`config.mk`:
```
export PLATFORM = sky130hd
export DESIGN_NAME = mux_gate_scheduler
export DESIGN_NICKNAME = d
export VERILOG_FILES = /design/src/rtl/mux_gate_scheduler.sv
export SDC_FILE = /design/constraint.sdc
export NUM_CORES = 1
export LEC_CHECK = 0
export ABC_AREA = 0
export ABC_CLOCK_PERIOD_IN_PS = 4500
export BUFFER_PORTS_ARGS = -buffer_cell sky130_fd_sc_hd__buf_4
export CORE_MARGIN = 1.5
export CORE_UTILIZATION = 43
export DETAILED_ROUTE_END_ITERATION = 12
export PLACE_DENSITY = 0.75
export SLEW_MARGIN = 40
export SYNTH_ARGS = -nofsm -noshare
export SYNTH_HDL_FRONTEND = slang
export SYNTH_SLANG_ARGS = --single-unit
```
`constraint.sdc`:
```
create_clock -name clk -period 4.5 [get_ports clk]
set_input_delay 0.675 -clock clk [delete_from_list [all_inputs] [get_ports clk]]
set_output_delay 0.675 -clock clk [all_outputs]
set_load 0.05 [all_outputs]
```
`src/rtl/mux_gate_scheduler.sv`:
```
// rtl/mux_gate_scheduler.sv - round-robin scheduler sharing one mux-built logic unit among four requesters
module mux_gate_scheduler #(
  parameter int WIDTH = 4
) (
  input  logic               clk,
  input  logic               rst,
  input  logic [3:0]         req,
  input  logic [4*WIDTH-1:0] a_in,
  input  logic [4*WIDTH-1:0] b_in,
  input  logic [7:0]         op_in,
  output logic [3:0]         gnt,
  output logic               out_valid,
  input  logic               out_ready,
  output logic [WIDTH-1:0]   out_data,
  output logic [1:0]         out_id,
  output logic [1:0]         out_op
);

  typedef enum logic {
    SLOT_EMPTY = 1'b0,
    SLOT_FULL  = 1'b1
  } slot_e;

  slot_e            state_q, state_d;
  logic [WIDTH-1:0] data_q, data_d;
  logic [1:0]       id_q, id_d;
  logic [1:0]       op_q, op_d;
  logic [1:0]       ptr_q, ptr_d;

  logic             free;
  logic             accept;
  logic             found;
  logic [1:0]       winner;
  logic [1:0]       idx;

  // Each opcode is one 2:1 mux per bit, with operand B driving the select.
  function automatic logic [WIDTH-1:0] gate_mux(
    input logic [WIDTH-1:0] a,
    input logic [WIDTH-1:0] b,
    input logic [1:0]       op
  );
    logic [WIDTH-1:0] r;
    r = '0;
    for (int i = 0; i < WIDTH; i++) begin
      case (op)
        2'b00:   r[i] = b[i] ? a[i]  : 1'b0;
        2'b01:   r[i] = b[i] ? 1'b1  : a[i];
        2'b10:   r[i] = b[i] ? ~a[i] : a[i];
        default: r[i] = b[i] ? ~a[i] : 1'b1;
      endcase
    end
    return r;
  endfunction

  // Round-robin search from ptr upward with wrap; grant only when the slot can take a result.
  always_comb begin
    winner = ptr_q;
    found  = 1'b0;
    idx    = ptr_q;
    for (int k = 0; k < 4; k++) begin
      idx = ptr_q + 2'(k);
      if (!found && req[idx]) begin
        winner = idx;
        found  = 1'b1;
      end
    end
    free   = (state_q == SLOT_EMPTY) || out_ready;
    accept = !rst && free && found;
    gnt    = accept ? (4'b0001 << winner) : 4'b0000;
  end

  // Slot next state and result capture; a drain without accept leaves the payload stale.
  always_comb begin
    state_d = state_q;
    data_d  = data_q;
    id_d    = id_q;
    op_d    = op_q;
    ptr_d   = ptr_q;
    case (state_q)
      SLOT_EMPTY: if (accept) state_d = SLOT_FULL;
      SLOT_FULL: begin
        if (accept)         state_d = SLOT_FULL;
        else if (out_ready) state_d = SLOT_EMPTY;
      end
      default: state_d = SLOT_EMPTY;
    endcase
    if (accept) begin
      data_d = gate_mux(a_in[winner*WIDTH +: WIDTH], b_in[winner*WIDTH +: WIDTH],
                        op_in[2*winner +: 2]);
      id_d   = winner;
      op_d   = op_in[2*winner +: 2];
      ptr_d  = winner + 2'd1;
    end
  end

  // State registers; reset discards any undelivered result.
  always_ff @(posedge clk) begin
    if (rst) begin
      state_q <= SLOT_EMPTY;
      data_q  <= '0;
      id_q    <= 2'd0;
      op_q    <= 2'd0;
      ptr_q   <= 2'd0;
    end else begin
      state_q <= state_d;
      data_q  <= data_d;
      id_q    <= id_d;
      op_q    <= op_d;
      ptr_q   <= ptr_d;
    end
  end

  assign out_valid = (state_q == SLOT_FULL);
  assign out_data  = data_q;
  assign out_id    = id_q;
  assign out_op    = op_q;

endmodule

```
Yosys cells after proc, flatten, opt, wreduce, memory -nomap -nowiden
Cells that the tools add are included.
{ "word_totals": {"word_cells": 75, "ff_bits": 11} }
{ "classes": {"n_lt_le_gt_ge": 4, "mux": 40, "n_shift": 4, "eq_ne": 2, "addsub": 4, "bitwise": 5, "n_reduce_logical": 11} }
{ "ops": {"columns": ["operator", "n"], "rows": [
  ["16-bit by 5-bit indexed part select with 4-bit output", 2],
  ["1-bit two-way mux", 27],
  ["2-bit by 3-bit less-than comparator with 1-bit output, second input constant", 4],
  ["1-bit case mux with 3 select lines", 4],
  ["1-bit binary-select mux with 2-bit select", 4],
  ["8-bit by 4-bit indexed part select with 2-bit output", 1],
  ["2-bit two-way mux", 3],
  ["1-bit logical AND", 5],
  ["1-bit NOT", 5],
  ["2-bit by 1-bit adder with 2-bit output, second input constant", 2],
  ["2-bit adder, second input constant", 2],
  ["1-bit logical NOT", 4],
  ["4-bit two-way mux", 1],
  ["1-bit by 2-bit << shifter with 4-bit output, first input constant", 1],
  ["2-bit by 1-bit equality test with 1-bit output, second input constant", 1],
  ["2-bit equality test, second input constant", 1],
  ["2-bit logical NOT", 1],
  ["1-bit case mux with 2 select lines", 1],
  ["1-bit logical OR", 1]
]} }

Longest topological paths before layout
{ "depth": {"ltp_word": 16, "mapped_depth": 14} }

Worst setup path before layout
OpenSTA, ideal clock, no wires.
{ "synth_path": {"path_type": "input port to output port", "startpoint": "input port req[3]", "endpoint": "output port gnt[2]", "setup_slack_ns": 1.328, "n_path_buf": 2, "stages": 8, "t_arrival_ns": 2.497, "path_cell_list": "and3b_1 or4_1 and2_4 inv_6 buf_8 clkbuf_1 ha_1 and2_1"} }
{ "synth_via": {"elab_chain_len": 14, "word_cells_on_any_way": 24, "cone_classes": "shift (1); mux (16); reduce/logical (7)"} }
{ "synth_rtl": {"columns": ["element", "line_no", "text"], "rows": [
  ["start: declaration", "7", "input logic [3:0] req,"],
  ["1-bit binary-select mux with 2-bit select", "62", "if (!found && req[idx]) begin"],
  ["1-bit two-way mux (implied by the code)", "62", null],
  ["1-bit two-way mux", "62", null],
  ["1-bit logical NOT", "62", null],
  ["1-bit logical AND", "62", null],
  ["1-bit two-way mux", "62", null],
  ["1-bit logical NOT", "62", null],
  ["1-bit logical AND", "62", null],
  ["1-bit two-way mux", "62", null],
  ["1-bit logical NOT", "62", null],
  ["1-bit logical AND", "62", null],
  ["2-bit two-way mux (*)", "62", null],
  ["via winner[1]", "33", "logic [1:0] winner;"],
  ["1-bit by 2-bit << shifter with 4-bit output (*)", "69", "gnt = accept ? (4'b0001 << winner) : 4'b0000;"],
  ["4-bit two-way mux (*)", "69", null],
  ["end: declaration", "11", "output logic [3:0] gnt,"]
]} }
Mark *: on every way through the listed nets, which the timed path passes. The rest lies on a longest branch. The select of a mux whose other input is x is not followed.

Worst setup path after layout
{ "layout_path": {"startpoint": "input port req[3]", "endpoint": "output port gnt[2]"} }
{ "layout_via": {"elab_chain_len": 14, "word_cells_on_any_way": 24, "cone_classes": "shift (1); mux (16); reduce/logical (7)"} }
{ "layout_rtl": {"columns": ["element", "line_no"], "rows": [
  ["1-bit binary-select mux with 2-bit select", "62"],
  ["1-bit two-way mux (implied by the code)", "62"],
  ["1-bit two-way mux", "62"],
  ["1-bit logical NOT", "62"],
  ["1-bit logical AND", "62"],
  ["1-bit two-way mux", "62"],
  ["1-bit logical NOT", "62"],
  ["1-bit logical AND", "62"],
  ["1-bit two-way mux", "62"],
  ["1-bit logical NOT", "62"],
  ["1-bit logical AND", "62"],
  ["2-bit two-way mux or 1-bit two-way mux (tied branches)", "62"],
  ["1-bit by 2-bit << shifter with 4-bit output or 1-bit logical AND (tied branches)", "69, 68"],
  ["4-bit two-way mux (*)", "69"]
]} }
Mark *: on every way between the ends. The rest lies on a longest branch, timed or not. The select of a mux whose other input is x is not followed.

==> flow_summary.json <==
{
  "gr-total-overflow": 0,
  "crit_path_cell_trace": "buf_4 -> and2b_1 -> o21ai_0 -> o221a_2 -> clkinv_1 -> ha_1 -> and2_1 -> buf_4",
  "die_w_um": 56.54,
  "final_area_um2": 1687,
  "cts_root_buf": "clkbuf_4",
  "synth_edf_count": 0,
  "antenna_cells": 0,
  "ant_nets": 0,
  "grt_pass1_wl_um": 4719,
  "die_h_um": 56.54,
  "place_inst": 262,
  "port_buffers": 59,
  "async_reset_ff_frac": 0,
  "clock_path_buffers": 2,
  "crit_required_ns": 3.83,
  "period_share": 0.7071,
  "synthTopCellsByArea": "dfxtp_1 18%, nand2_1 13%, ha_1 12%",
  "slew_headroom": 0.6772,
  "yosysMostFrequentCell": "nand2_1",
  "grt_pass1_vias": 1175,
  "setup_tns_ns": 0,
  "ys_seq_elements": 11,
  "fp.dieArea_um2": 3196,
  "wirelength_um": 2765,
  "period_minus_slack_ns": 3.182,
  "crit_slowest_cell": "o221a_2",
  "coreArea_um2": 2734,
  "finalSetupViolations": 0,
  "htreeDepth": 1,
  "p_leak_nw": 0.8723,
  "clk_pin_slew_ns": 0.06,
  "nNetsFinal": 295,
  "dr.pass1.iters": 4,
  "wl_per_cell_um": 10.39,
  "hold_violations": 0,
  "critPathLaunchType": "input port",
  "synth_top_cell_by_area": "dfxtp_1",
  "syn2layout_area_growth_pct": 36.85,
  "fmax_ghz": 0.3143,
  "start_util": 0.4508,
  "synth_cell_types": 42,
  "path_class": "input port to output pin",
  "worstMarginPinSlew_ns": 0.4797,
  "yosysWarnings": 0,
  "hold_ws_ns": 0.4566,
  "grt_start_max_net_pins": 25,
  "netlist_area_um2": 1232,
  "ys_seq_area_frac": 0.1787,
  "power_density_nw_per_um2": 416.5,
  "grt_setup_unrepaired": "no",
  "drive_gt1_frac": 0.2936,
  "io-pin-count": 60,
  "ys.flop_type": "dfxtp_1",
  "hold_class": "flop to flop",
  "cts_tree": "done",
  "final.setup_skew_ns": 0.004746,
  "drv_slew": 0,
  "syn-num-nets": 241,
  "antenna_found_initial": 0,
  "rows": 19,
  "power_w": 0.0007025,
  "gp_congestion": 0.7824,
  "cts_sinks": 11,
  "cts-resized-gates": 0,
  "vdd_drop_max_uv": 289.9,
  "critPathMaxStageDelay_ns": 0.45,
  "outcome": "completed",
  "drc": 0,
  "post-dp-hpwl_um": 2151,
  "syn_inst": 182,
  "num_vias": 1331,
  "synth.avg_cell_area_um2": 6.772,
  "ff2ff_setup_slack_ns": 1.84,
  "numCtsBuffers": 3,
  "ctsHoldBuffers": 0,
  "worstPathArrival_ns": 2.51,
  "cts_setup_buffers": 0,
  "cpMostUsedCell": "buf_4",
  "cp_max_fo": 18,
  "track_usage": 0.1780,
  "drtIter0Drc": 46,
  "viasPerCell": 5.004,
  "cap_violations": 0,
  "final_cell_count_no_fill": 266,
  "placed_area_um2": 1660,
  "critPathCaptureType": "output pin",
  "synth_top_area_frac": 0.1787,
  "insertion_delay_ns": 0.26,
  "synth_common_cells": "44 x nand2_1, 16 x nand3_1, 13 x inv_1"
}
final cells by class:
cell class | count | area [µm²]
Timing Repair Buffer | 60 | 450.4
Tap cell | 31 | 38.79
Fill cell | 270 | 1047
Sequential cell | 11 | 220.2
Multi-Input combinational cell | 145 | 889.6
Inverter | 15 | 61.31
Clock buffer | 4 | 26.28
cells by family after synthesis:
logic type	after synthesis	share of synthesized area
buf+inv	26	0.09949
simple gates	98	0.3899
fa+ha+maj	12	0.1218
compound gates	35	0.2102
flops	11	0.1787
path summary, 6_finish.rpt:
kind / start / endpoint / cells past startpoint
worst min register to register: out_id[0]$_SDFFE_PP0P_ / out_id[0]$_SDFFE_PP0P_ / 2
worst max register to register: ptr_q[1]$_SDFFE_PP0P_ / out_data[1]$_SDFFE_PP0P_ / 11
worst min-delay path: out_id[0]$_SDFFE_PP0P_ / out_id[0]$_SDFFE_PP0P_ / 2
worst max-delay path: req[3] / gnt[2] / 8
state kept, by name (all words and copies together), names as in the netlist:
signal     cells
out_data       4
out_id         2
out_op         2
out_valid      1
ptr_q          2
report_power, final:
| group | total [W] | internal, W | switching [W] |
|---|---|---|---|
| sequential | 0.000131 | 0.000118 | 0.0000132 |
| combinational | 0.000506 | 0.000205 | 0.000301 |
| clock | 0.0000659 | 0.0000343 | 0.0000317 |
| total | 0.000703 | 0.000357 | 0.000346 |
worst max-delay path: cells and delay by family:
family / cells / cell delay, ns
adders and majority gates: 1 / 0.29
buffers and inverters: 3 / 0.64
AOI/OAI and AO/OA: 2 / 0.59
and+or+nand+nor: 2 / 0.30
per-layer routing:
layer,GRT usage,part of all wire,vias to the layer above
met4,0.08163,0.0076,0
met5,0,0,-
met3,0.01613,0.058,2
met1,0.2282,0.49,555
met2,0.2990,0.45,43
li1,-,-,731
stage by stage:
stage          setup WS, ns  utilization
2_1_floorplan         1.328            -
3_3_place_gp          1.375       0.6073
3_5_place_dp          1.319       0.6073
4_1_cts               1.314       0.6169
5_1_grt               1.116       0.6169
6_report              1.318       0.6169
cells in the final DEF (no fill, tap or decap), types with 2 or more instances in the layout:
cell / n
o211ai_1: 3
buf_4: 60
o21bai_1: 3
nor3_1: 2
ha_1: 12
a31oi_1: 3
nand3_1: 16
o21ai_0: 6
a21oi_1: 4
a211o_1: 3
clkbuf_4: 3
nand2_1: 44
and2_1: 11
nand3b_1: 4
inv_1: 13
a221oi_1: 3
nor2b_1: 7
nor2_1: 5
dfxtp_1: 11
Power figures use the tool's default switching activity.
